**src/rtl/fifo_tx_serial_ctrl_if.sv**
```systemverilog
// Handshake bundle between the TX FIFO read port, the serializer and the bitstream sink.
// master: the serializer side; slave: the FIFO/sink side.
interface fifo_tx_serial_ctrl_if;
    logic        enable;
    logic        fifo_empty;
    logic        fifo_rd_en;
    logic [7:0]  fifo_data;
    logic        bitstream;
    logic        bitstream_en;
    logic        byte_done;
    logic        busy;
    logic [15:0] tx_count;

    modport master (
        input  enable, fifo_empty, fifo_data,
        output fifo_rd_en, bitstream, bitstream_en, byte_done, busy, tx_count
    );

    modport slave (
        output enable, fifo_empty, fifo_data,
        input  fifo_rd_en, bitstream, bitstream_en, byte_done, busy, tx_count
    );
endinterface

```
**src/rtl/fifo_tx_serial_ctrl.sv**
```systemverilog
// Pops bytes from the TX FIFO and shifts them out LSB-first, one mid-bit strobe per bit, in bursts.
// Define FIFO_TX_SERIAL_PARITY_EN to append an even-parity bit after each byte.
module fifo_tx_serial_ctrl #(
    parameter int DIV        = 4,
    parameter int BURST_MAX  = 16,
    parameter int GAP_CYCLES = 2
) (
    input  logic                  clk,
    input  logic                  rst,
    fifo_tx_serial_ctrl_if.master bus
);
    localparam int DW = $clog2(DIV);
    localparam int BW = $clog2(BURST_MAX + 1);
    localparam int GW = (GAP_CYCLES > 1) ? $clog2(GAP_CYCLES) : 1;

    localparam logic [DW-1:0] DIV_HALF  = DW'(DIV / 2);
    localparam logic [DW-1:0] DIV_LAST  = DW'(DIV - 1);
    localparam logic [BW-1:0] BURST_LIM = BW'(BURST_MAX);
    localparam logic [GW-1:0] GAP_LAST  = GW'(GAP_CYCLES - 1);

    localparam logic [2:0] IDLE   = 3'd0;
    localparam logic [2:0] FETCH  = 3'd1;
    localparam logic [2:0] LOAD   = 3'd2;
    localparam logic [2:0] SHIFT  = 3'd3;
    localparam logic [2:0] GAP    = 3'd4;
`ifdef FIFO_TX_SERIAL_PARITY_EN
    localparam logic [2:0] PARITY = 3'd5;

    function automatic logic even_parity(input logic [7:0] b);
        return ^b;
    endfunction
`endif

    logic [2:0]    state;
    logic [DW-1:0] div_cnt;
    logic [3:0]    bit_cnt;
    logic [BW-1:0] burst_cnt;
    logic [BW-1:0] burst_inc;
    logic [GW-1:0] gap_cnt;
    logic [7:0]    shreg;
    logic          bitstream_r;
    logic          byte_done_r;
    logic [15:0]   tx_count_r;
    logic          byte_end;
    logic          fetch_next;

`ifdef FIFO_TX_SERIAL_PARITY_EN
    assign byte_end = (state == PARITY) && (div_cnt == DIV_LAST);
`else
    assign byte_end = (state == SHIFT) && (div_cnt == DIV_LAST) && (bit_cnt == 4'd7);
`endif

    // The burst limit is judged on the count including the byte just finished.
    assign burst_inc  = burst_cnt + BW'(1);
    assign fetch_next = bus.enable && !bus.fifo_empty && (burst_inc < BURST_LIM);

    // Byte register: data path only, captured in LOAD when the FIFO read data is valid.
    always_ff @(posedge clk) begin
        if (state == LOAD) shreg <= bus.fifo_data;
    end

    always_ff @(posedge clk) begin
        if (rst) begin
            state       <= IDLE;
            div_cnt     <= '0;
            bit_cnt     <= '0;
            burst_cnt   <= '0;
            gap_cnt     <= '0;
            bitstream_r <= 1'b0;
            byte_done_r <= 1'b0;
            tx_count_r  <= '0;
        end else begin
            byte_done_r <= 1'b0;
            case (state)
                IDLE: begin
                    burst_cnt <= '0;
                    if (bus.enable && !bus.fifo_empty) state <= FETCH;
                end
                FETCH: state <= LOAD;
                LOAD: begin
                    bit_cnt <= '0;
                    div_cnt <= '0;
                    state   <= SHIFT;
                end
                SHIFT: begin
                    if (div_cnt == '0) bitstream_r <= shreg[bit_cnt[2:0]];
                    if (div_cnt == DIV_LAST) begin
                        div_cnt <= '0;
                        bit_cnt <= bit_cnt + 4'd1;
`ifdef FIFO_TX_SERIAL_PARITY_EN
                        if (bit_cnt == 4'd7) state <= PARITY;
`endif
                    end else begin
                        div_cnt <= div_cnt + DW'(1);
                    end
                end
`ifdef FIFO_TX_SERIAL_PARITY_EN
                PARITY: begin
                    if (div_cnt == '0) bitstream_r <= even_parity(shreg);
                    if (div_cnt == DIV_LAST) div_cnt <= '0;
                    else                     div_cnt <= div_cnt + DW'(1);
                end
`endif
                GAP: begin
                    if (gap_cnt == GAP_LAST) begin
                        gap_cnt <= '0;
                        state   <= IDLE;
                    end else begin
                        gap_cnt <= gap_cnt + GW'(1);
                    end
                end
                default: state <= IDLE;
            endcase

            // End-of-byte bookkeeping overrides the per-state next state.
            if (byte_end) begin
                byte_done_r <= 1'b1;
                tx_count_r  <= tx_count_r + 16'd1;
                burst_cnt   <= burst_inc;
                gap_cnt     <= '0;
                state       <= fetch_next ? FETCH : GAP;
            end
        end
    end

    assign bus.fifo_rd_en = (state == FETCH);
    assign bus.busy       = (state != IDLE);
    assign bus.bitstream  = bitstream_r;
    assign bus.byte_done  = byte_done_r;
    assign bus.tx_count   = tx_count_r;
`ifdef FIFO_TX_SERIAL_PARITY_EN
    assign bus.bitstream_en = ((state == SHIFT) || (state == PARITY)) && (div_cnt == DIV_HALF);
`else
    assign bus.bitstream_en = (state == SHIFT) && (div_cnt == DIV_HALF);
`endif
endmodule

```
**src/flat_wrapper.sv**
```systemverilog
// flat-port wrapper written by rule: the top's interface ports become plain ports
module fifo_tx_serial_ctrl_flat 
#(
    parameter int DIV        = 4,
    parameter int BURST_MAX  = 16,
    parameter int GAP_CYCLES = 2
)
  (clk, rst, bus_enable, bus_fifo_empty, bus_fifo_data, bus_fifo_rd_en, bus_bitstream, bus_bitstream_en, bus_byte_done, bus_busy, bus_tx_count);
  fifo_tx_serial_ctrl_if bus_i ();
  input  logic clk;
  input  logic rst;
  input wire logic [$bits(bus_i.enable)-1:0] bus_enable;
  input wire logic [$bits(bus_i.fifo_empty)-1:0] bus_fifo_empty;
  input wire logic [$bits(bus_i.fifo_data)-1:0] bus_fifo_data;
  output wire logic [$bits(bus_i.fifo_rd_en)-1:0] bus_fifo_rd_en;
  output wire logic [$bits(bus_i.bitstream)-1:0] bus_bitstream;
  output wire logic [$bits(bus_i.bitstream_en)-1:0] bus_bitstream_en;
  output wire logic [$bits(bus_i.byte_done)-1:0] bus_byte_done;
  output wire logic [$bits(bus_i.busy)-1:0] bus_busy;
  output wire logic [$bits(bus_i.tx_count)-1:0] bus_tx_count;
  assign bus_i.enable = bus_enable;
  assign bus_i.fifo_empty = bus_fifo_empty;
  assign bus_i.fifo_data = bus_fifo_data;
  assign bus_fifo_rd_en = bus_i.fifo_rd_en;
  assign bus_bitstream = bus_i.bitstream;
  assign bus_bitstream_en = bus_i.bitstream_en;
  assign bus_byte_done = bus_i.byte_done;
  assign bus_busy = bus_i.busy;
  assign bus_tx_count = bus_i.tx_count;
  fifo_tx_serial_ctrl #(.DIV(DIV), .BURST_MAX(BURST_MAX), .GAP_CYCLES(GAP_CYCLES)) u_core (.clk(clk), .rst(rst), .bus(bus_i));
endmodule
```
**config.mk**
```make
export PLATFORM = sky130hd
export DESIGN_NAME = fifo_tx_serial_ctrl_flat
export DESIGN_NICKNAME = d
export VERILOG_FILES = /design/src/rtl/fifo_tx_serial_ctrl_if.sv /design/src/rtl/fifo_tx_serial_ctrl.sv /design/src/flat_wrapper.sv
export SDC_FILE = /design/constraint.sdc
export NUM_CORES = 1
export LEC_CHECK = 0
export BUFFER_PORTS_ARGS = -buffer_cell sky130_fd_sc_hd__buf_2
export CORE_MARGIN = 1.5
export CORE_UTILIZATION = 40
export CTS_CLUSTER_DIAMETER = 200
export DETAILED_ROUTE_END_ITERATION = 16
export PLACE_DENSITY = 0.71
export SYNTH_ARGS = -nofsm -noshare
export SYNTH_HDL_FRONTEND = slang
export SYNTH_SLANG_ARGS = --single-unit
```
**constraint.sdc**
```tcl
create_clock -name clk -period 3.1 [get_ports clk]
set_input_delay 0.62 -clock clk [delete_from_list [all_inputs] [get_ports clk]]
set_output_delay 0.62 -clock clk [all_outputs]
set_load 0.005 [all_outputs]
```
==> results of run 1 <==
==> worst min path at each step <==
| stage | slack (ns) | depth (start not counted) | start | end |
|---|---|---|---|---|
| 2_1_floorplan | 0.44 | 2 | u_core.gap_cnt | u_core.gap_cnt |
| 3_3_place_gp | 0.44 | 2 | u_core.gap_cnt | u_core.gap_cnt |
| 3_5_place_dp | 0.45 | 2 | u_core.gap_cnt | u_core.gap_cnt |
| 4_1_cts | 0.47 | 2 | u_core.gap_cnt | u_core.gap_cnt |
| 5_1_grt | 0.50 | 1 | bus_fifo_data[4] | u_core.shreg[4] |
| 6_report | 0.46 | 2 | u_core.gap_cnt | u_core.gap_cnt |
==> logic make-up after synthesis <==
kind of cell / share of synthesized area
DFF: 0.475
and+or+nand+nor: 0.258
muxes: 0.0349
AOI/OAI and AO/OA: 0.126
adders and majority gates: 0.0396
xor gates and xnor gates: 0.0369
buffers and inverters: 0.0303
==> registers in the layout (all words and copies together), names as in the netlist <==
register	flops
u_core.bit_cnt	4
u_core.burst_cnt	5
u_core.bus.bitstream	1
u_core.bus.byte_done	1
u_core.bus.tx_count	16
u_core.div_cnt	2
u_core.gap_cnt	1
u_core.shreg	8
u_core.state	3
==> layer usage <==
layer | vias to the layer above | GRT usage | routed length, µm
met5 | - | 0 | 0
met3 | 5 | 0.0380 | 154
met4 | 0 | 0.0650 | 48
li1 | 785 | - | -
met2 | 34 | 0.227 | 1600
met1 | 697 | 0.197 | 1860
==> per-stage QoR <==
stage | cells | util | setup slack (ns)
finish | 283 | 0.483 | 0.659
global route | 283 | 0.483 | 0.456
CTS | 283 | 0.483 | 0.707
detailed placement | 275 | 0.464 | 0.727
global placement | 275 | 0.464 | 0.816
floorplan | 202 | - | 0.965
==> synthesized netlist by cell type, types with 5 or more instances <==
cell type  count
clkbuf_1       7
ha_1           6
dfxtp_1       33
or4_1          5
nor3_1         5
nand3_1        8
nor2_1        19
a21oi_1       20
nand4_1        7
o21ai_0        6
or3_1          6
edfxtp_1       8
nand2_1       18
==> power by group <==
part	leakage, nW	internal (mW)	switching (mW)
combinational	0.463	0.0160	0.0243
sequential	0.339	0.552	0.00770
clock	0.0450	0.156	0.173
==> worst register-to-register path: stages, from the launching register on <==
cell and delay [ns]:
dfxtp_1 0.38, ha_1 0.37, nand3b_1 0.25, nor4_1 0.72, or3b_2 0.50, a21oi_1 0.14
==> layout make-up <==
cell class	instances	area (µm²)	area share
multi-input cells	147	940	0.435
flip-flops and latches	41	901	0.417
repair buffers	32	160	0.0742
clock buffers	6	72.6	0.0336
well taps	52	65.1	0.0301
inverters	3	11.3	0.00521
clock inverters	2	10.0	0.00463
==> tab_implementation.tex, run 1 <==
\begin{tabular}{lr}
\hline
Metric & Value \\
\hline
\multicolumn{2}{l}{\textbf{Synthesis}} \\
\quad Largest area contributor in the netlist & dfxtp\_1 \\
\quad Count of flip-flops with a built-in enable after synthesis & 8 \\
\quad Number of standard cells after synthesis & 202 \\
\quad Most common flop cell mapped by yosys & dfxtp\_1 \\
\quad Proportion of synthesized flip-flops having asynchronous set or reset & 0 \\
\quad Synth Net Count & 220 \\
\quad Area fraction of the dominant cell type after synthesis & 0.348 \\
\quad Mean instance size in the synthesized netlist & 9.40 µm² \\
\quad Cells taking the most area after synthesis & dfxtp\_1, edfxtp\_1, a21oi\_1, ha\_1, nor2\_1 \\
\quad Netlist cell types & 44 \\
\quad Yosys Warn Count & 0 \\
\quad Yosys reg bits & 41 \\
\quad Summed instance area of the synthesized netlist & 1900 µm² \\
\quad Sequential-to-total area share from yosys stat & 0.475 \\
\multicolumn{2}{l}{\textbf{Clock network}} \\
\quad Post-CTS Repair Setup Buffers & 0 \\
\quad TritonCTS clock tree & yes \\
\quad Quantity of gates resized following cts & 0 \\
\quad Clock transition at the register clock pins on the worst setup and hold paths after CTS & about 0.08 ns \\
\quad Number of CTS-inserted buffers & 5 \\
\quad Clock H-tree levels & 2 \\
\quad Clock Sinks & a little over 40 \\
\quad Clock Path Buffers & 2 \\
\quad Hold buffer count at CTS & 0 \\
\quad Latest clock arrival within the worst-skew pair & 0.29 ns \\
\quad CTS root buffer & clkbuf\_8 \\
\multicolumn{2}{l}{\textbf{Timing}} \\
\quad Number of hold-slack violations in the final timing report & 0 \\
\quad Setup tns final & 0 ns \\
\quad Setup clock skew after layout & 0.00660 ns \\
\quad Fraction of the cycle the final worst path needs & 0.787 \\
\quad Final count of negative-setup-slack endpoints & 0 \\
\quad Final period demand of the worst path & around 2.4 ns \\
\quad Max Freq & slightly above 400 MHz \\
\quad Count of pins over their slew limit & 0 \\
\quad Post-Route Hold Slack & 0.463 ns \\
\quad Setup repair after global routing missed its margin & no \\
\quad Pin slew with the least headroom to its limit & 0.757 ns \\
\quad Worst slew margin relative to its limit & 0.491 \\
\multicolumn{2}{l}{\textbf{Setup path}} \\
\quad Critical path cell sequence & ha\_1, nand3b\_1, nor4\_1, or3b\_2, a21oi\_1 \\
\quad Reg2reg setup slack & 0.66 ns \\
\quad Buf/Inv on CP & 0 \\
\quad Largest driver fanout on the critical path & 10 \\
\quad Startpoint of the lowest-slack register-to-register path & u\_core.div\_cnt[1] \\
\quad Setup crit end & u\_core.bus.tx\_count[9] \\
\quad Total stage count of the critical path & 5 \\
\quad Destination of the worst register-to-register timing path & u\_core.bus.tx\_count[9] \\
\quad Top delay family on crit path & simple AND/OR/NAND/NOR gates \\
\quad Standard cell with the maximum stage delay on the critical path & nor4\_1 \\
\quad Slowest stage delay, CP & slightly above 0.7 ns \\
\quad Data arrival at the endpoint of the critical path & $\sim$2.7 ns \\
\quad Element type at the critical path start & register \\
\quad Worst Path Class, Setup & register to register \\
\quad Worst setup path start & u\_core.div\_cnt[1] \\
\quad Number of cells traversed by the worst register-to-register path & 5 \\
\quad Worst path required time & between 3 and 4 ns \\
\quad Crit. End Element & register \\
\multicolumn{2}{l}{\textbf{Place}} \\
\quad HPWL reported at the end of detailed placement & 2630 µm \\
\quad Placer's final routability congestion estimate & approximately 0.75 \\
\quad Number of buffer cells added on primary ports & 32 \\
\quad Post-place instance area & $\sim$2100 µm² \\
\multicolumn{2}{l}{\textbf{Floorplan}} \\
\quad Std-Cell Core Area & 4470 µm² \\
\quad Vertical die dimension & between 70 and 80 µm \\
\quad Die W & 71.9 µm \\
\quad Top Ports & 33 \\
\quad Die Outline Area & 5170 µm² \\
\quad Initial Utilization & 0.424 \\
\quad Row count & 24 \\
\multicolumn{2}{l}{\textbf{GRT}} \\
\quad GRT Total Usage & 0.148 \\
\quad Vias in the first global route & between 1000 and 1500 \\
\quad Maximum number of pins on one net before global-route repair & 35 \\
\quad Sum of overflow across all layers after global routing & 0 \\
\quad Wire length of the first global-routing pass & 6020 µm \\
\quad Antenna violations before repair & 0 \\
\multicolumn{2}{l}{\textbf{Detailed routing}} \\
\quad DRC viols & 0 \\
\quad Post-Route WL & 3670 µm \\
\quad Initial drt markers & 106 \\
\quad Average via count per standard cell & 5.37 \\
\quad Routed len/inst & 13.0 µm \\
\quad Number of routed nets with antenna violations & 0 \\
\quad Total vias in the final route & approximately 1500 \\
\quad Number of detailed-routing iterations run before antenna repair & 4 \\
\multicolumn{2}{l}{\textbf{Power and ir drop}} \\
\quad Peak VDD IR & 0.168 mV \\
\quad Design Power & 0.928 mW \\
\quad Leakage power figure & 0.847 nW \\
\quad Power density of the placed cells & 430 nW/µm² \\
\multicolumn{2}{l}{\textbf{Finish}} \\
\quad Fill cells & 437 \\
\quad Relative area change from synthesis to final layout & 13.8\% \\
\quad Layout cells sized above 1 & 0.199 \\
\quad Antenna Cells & 0 \\
\quad Most used cells in the layout excluding fill and tap cells & dfxtp\_1, buf\_2, a21oi\_1 \\
\quad Post-layout nets & 248 \\
\quad Final Instance Area & 2160 µm² \\
\quad Leading cell type in the layout, fill and taps excluded & dfxtp\_1 \\
\multicolumn{2}{l}{\textbf{Run}} \\
\quad Count of max-cap constraint violations & 0 \\
\multicolumn{2}{l}{\textbf{Run status}} \\
\quad Run status & finished clean \\
\multicolumn{2}{l}{\textbf{Worst hold path}} \\
\quad Path type of the worst min-delay path & register to register \\
\hline
\end{tabular}
Power figures use the tool's default switching activity.
==> run 2, diff against run 1 <==
- PLACE_DENSITY: 0.71 -> 0.74
- clock period: 3.1 -> 2.15 ns (I/O delays scaled with it)
==> run 2 against run 1 <==
  * Non-clock buffer count up 16
  * Clock power is 56% higher
  * Power is 49% higher
  * Die area unchanged
  * Count of clock-buffer cells in the layout rose by 2
  * Flip-flop and latch count stayed put
  * Register-to-register slack worse by 0.54 ns
  * First-iteration DRC count increased by 2.8%
  * Worst hold slack got worse by 0.16 ns
  * Sequential power increased by 43%
  * Setup slack got worse by 0.54 ns
  * Fmax grew 20%
==> tab_implementation.tex, run 2 (same netlist as run 1, synthesis figures left out) <==
\begin{tabular}{lr}
\hline
Metric & Value \\
\hline
\multicolumn{2}{l}{\textbf{Power and ir drop}} \\
\quad Power density of the placed cells & approximately 600 nW/µm² \\
\quad Leakage power figure & 0.934 nW \\
\quad P\_sw & 0.300 mW \\
\quad Peak VDD IR & 0.277 mV \\
\quad Sw frac & 0.216 \\
\quad Internal power component & around 1.1 mW \\
\quad Part of the total power dissipated in combinational logic & 0.052 \\
\quad Proportion of power drawn by the clock network & 0.371 \\
\quad Share of power burned in registers & 0.577 \\
\multicolumn{2}{l}{\textbf{Place}} \\
\quad HPWL reported at the end of detailed placement & 3030 µm \\
\quad Placed insts & 291 \\
\quad Placer's final routability congestion estimate & 0.804 \\
\quad Post-place instance area & approximately 2200 µm² \\
\quad Number of buffer cells added on primary ports & 32 \\
\multicolumn{2}{l}{\textbf{Floorplan}} \\
\quad Die Outline Area & 5170 µm² \\
\quad Vertical die dimension & 71.9 µm \\
\quad Row count & 24 \\
\quad Top Ports & 33 \\
\quad Initial Utilization & 0.424 \\
\quad Die W & roughly 72 µm \\
\quad Std-Cell Core Area & between 4000 and 5000 µm² \\
\multicolumn{2}{l}{\textbf{Detailed routing}} \\
\quad DRC viols & 0 \\
\quad Initial drt markers & 109 \\
\quad Total vias in the final route & roughly 1700 \\
\quad Routed len/inst & 14.0 µm \\
\quad Number of detailed-routing iterations run before antenna repair & 4 \\
\quad Post-Route WL & 4200 µm \\
\quad Number of routed nets with antenna violations & 0 \\
\quad Average via count per standard cell & 5.53 \\
\multicolumn{2}{l}{\textbf{GRT}} \\
\quad GRT Total Usage & 0.171 \\
\quad Sum of overflow across all layers after global routing & 0 \\
\quad Antenna violations before repair & 0 \\
\quad Wire length of the first global-routing pass & approximately 7000 µm \\
\quad Maximum number of pins on one net before global-route repair & 19 \\
\quad Vias in the first global route & 1457 \\
\multicolumn{2}{l}{\textbf{Timing}} \\
\quad Final count of negative-setup-slack endpoints & 0 \\
\quad Worst slew margin relative to its limit & 0.673 \\
\quad Setup tns final & 0 ns \\
\quad Count of pins over their slew limit & 0 \\
\quad Fraction of the cycle the final worst path needs & 0.943 \\
\quad Setup clock skew after layout & between 0.008 and 0.009 ns \\
\quad Number of hold-slack violations in the final timing report & 0 \\
\quad Final period demand of the worst path & 2.03 ns \\
\quad Max Freq & 493 MHz \\
\quad Pin slew with the least headroom to its limit & 0.487 ns \\
\quad Setup repair after global routing missed its margin & no \\
\multicolumn{2}{l}{\textbf{Setup path}} \\
\quad Element type at the critical path start & register \\
\quad Worst Path Class, Setup & register to register \\
\quad Startpoint of the lowest-slack register-to-register path & u\_core.bit\_cnt[1] \\
\quad Largest driver fanout on the critical path & 10 \\
\quad Critical path cell sequence & ha\_1, nand4b\_4, or4\_4, or4\_1, a21oi\_1 \\
\quad Data arrival at the endpoint of the critical path & 2.26 ns \\
\quad Crit. End Element & register \\
\quad Standard cell with the maximum stage delay on the critical path & or4\_4 \\
\quad Slowest stage delay, CP & 0.60 ns \\
\quad Worst path required time & $\sim$2.4 ns \\
\quad Worst setup path start & u\_core.bit\_cnt[1] \\
\multicolumn{2}{l}{\textbf{Finish}} \\
\quad Post-layout nets & 264 \\
\quad Final Instance Area & between 2000 and 2500 µm² \\
\quad Combined area of the multi-input logic cells & $\sim$950 µm² \\
\quad Antenna Cells & 0 \\
\quad Final std cells w/o fill & 299 \\
\quad Relative area change from synthesis to final layout & 21.0\% \\
\quad Layout cells sized above 1 & 0.255 \\
\quad Fill cells & 400 \\
\quad Number of flip-flops under the largest register name & 16 \\
\quad Most used cells in the layout excluding fill and tap cells & dfxtp\_1, buf\_2, a21oi\_1 \\
\quad Leading cell type in the layout, fill and taps excluded & dfxtp\_1 \\
\quad Register area & around 900 µm² \\
\multicolumn{2}{l}{\textbf{Clock network}} \\
\quad Latest clock arrival within the worst-skew pair & 0.29 ns \\
\quad CTS root buffer & clkbuf\_8 \\
\quad Post-CTS Repair Setup Buffers & 0 \\
\quad Clock Sinks & 41 \\
\quad Clock Path Buffers & 2 \\
\quad Number of CTS-inserted buffers & 5 \\
\quad Clock transition at the register clock pins on the worst setup and hold paths after CTS & 0.08 ns \\
\quad TritonCTS clock tree & yes \\
\quad Quantity of gates resized following cts & 0 \\
\quad Clock H-tree levels & 2 \\
\quad Hold buffer count at CTS & 0 \\
\multicolumn{2}{l}{\textbf{Run status}} \\
\quad Run status & finished clean \\
\multicolumn{2}{l}{\textbf{Run}} \\
\quad Count of max-cap constraint violations & 0 \\
\multicolumn{2}{l}{\textbf{Worst hold path}} \\
\quad Min-Delay Startpoint & bus\_fifo\_data[2] \\
\quad Path type of the worst min-delay path & primary input to register \\
\hline
\end{tabular}
run 2: critical path, delay by kind of cell (launching register included):
kind                       cells  cell delay (ns)
DFF                            1             0.38
and+or+nand+nor                3             1.20
AOI/OAI and AO/OA              1             0.15
adders and majority gates      1             0.24
run 2: final timing paths:
| kind | cells past startpoint | slack, ns | to |
|---|---|---|---|
| max reg2reg | 5 | 0.12 | u_core.bus.tx_count[15] |
| min reg2reg | 2 | 0.46 | u_core.gap_cnt |
| min | 1 | 0.31 | u_core.shreg[2] |
| max | 5 | 0.12 | u_core.bus.tx_count[15] |
run 2: power groups by stage:
stage | registers (mW) | clock network [mW] | logic (mW)
2_1_floorplan | 0.816 | 0 | 0.0446
3_3_place_gp | 0.818 | 0 | 0.0715
3_5_place_dp | 0.818 | 0 | 0.0736
4_1_cts | 0.800 | 0.521 | 0.0735
5_1_grt | 0.801 | 0.550 | 0.0813
6_report | 0.800 | 0.514 | 0.0726
run 2: layout make-up:
class                   instances  share of cell area
inverters                       3             0.00490
multi-input cells             147               0.413
clock buffers                   8              0.0392
flip-flops and latches         41               0.392
well taps                      52              0.0283
repair buffers                 48               0.122
run 2: through the flow:
step	worst slack, ns	utilization	power, mW	hold slack (ns)
final	0.122	0.513	1.39	0.308
after global routing	0.0181	0.513	1.43	0.298
after CTS	0.0167	0.511	1.39	0.303
after detailed placement	0.0228	0.491	0.892	0.454
after global placement	0.0950	0.491	0.889	0.441
after floorplan	0.0152	-	0.861	0.436
run 2: per-layer routing:
metal  part of all wire  GRT usage  vias to the layer above
met5                  0          0                        -
met4              0.015     0.0566                        0
met3              0.054     0.0478                        6
met2               0.47      0.276                       48
met1               0.46      0.221                      773
li1                   -          -                      825
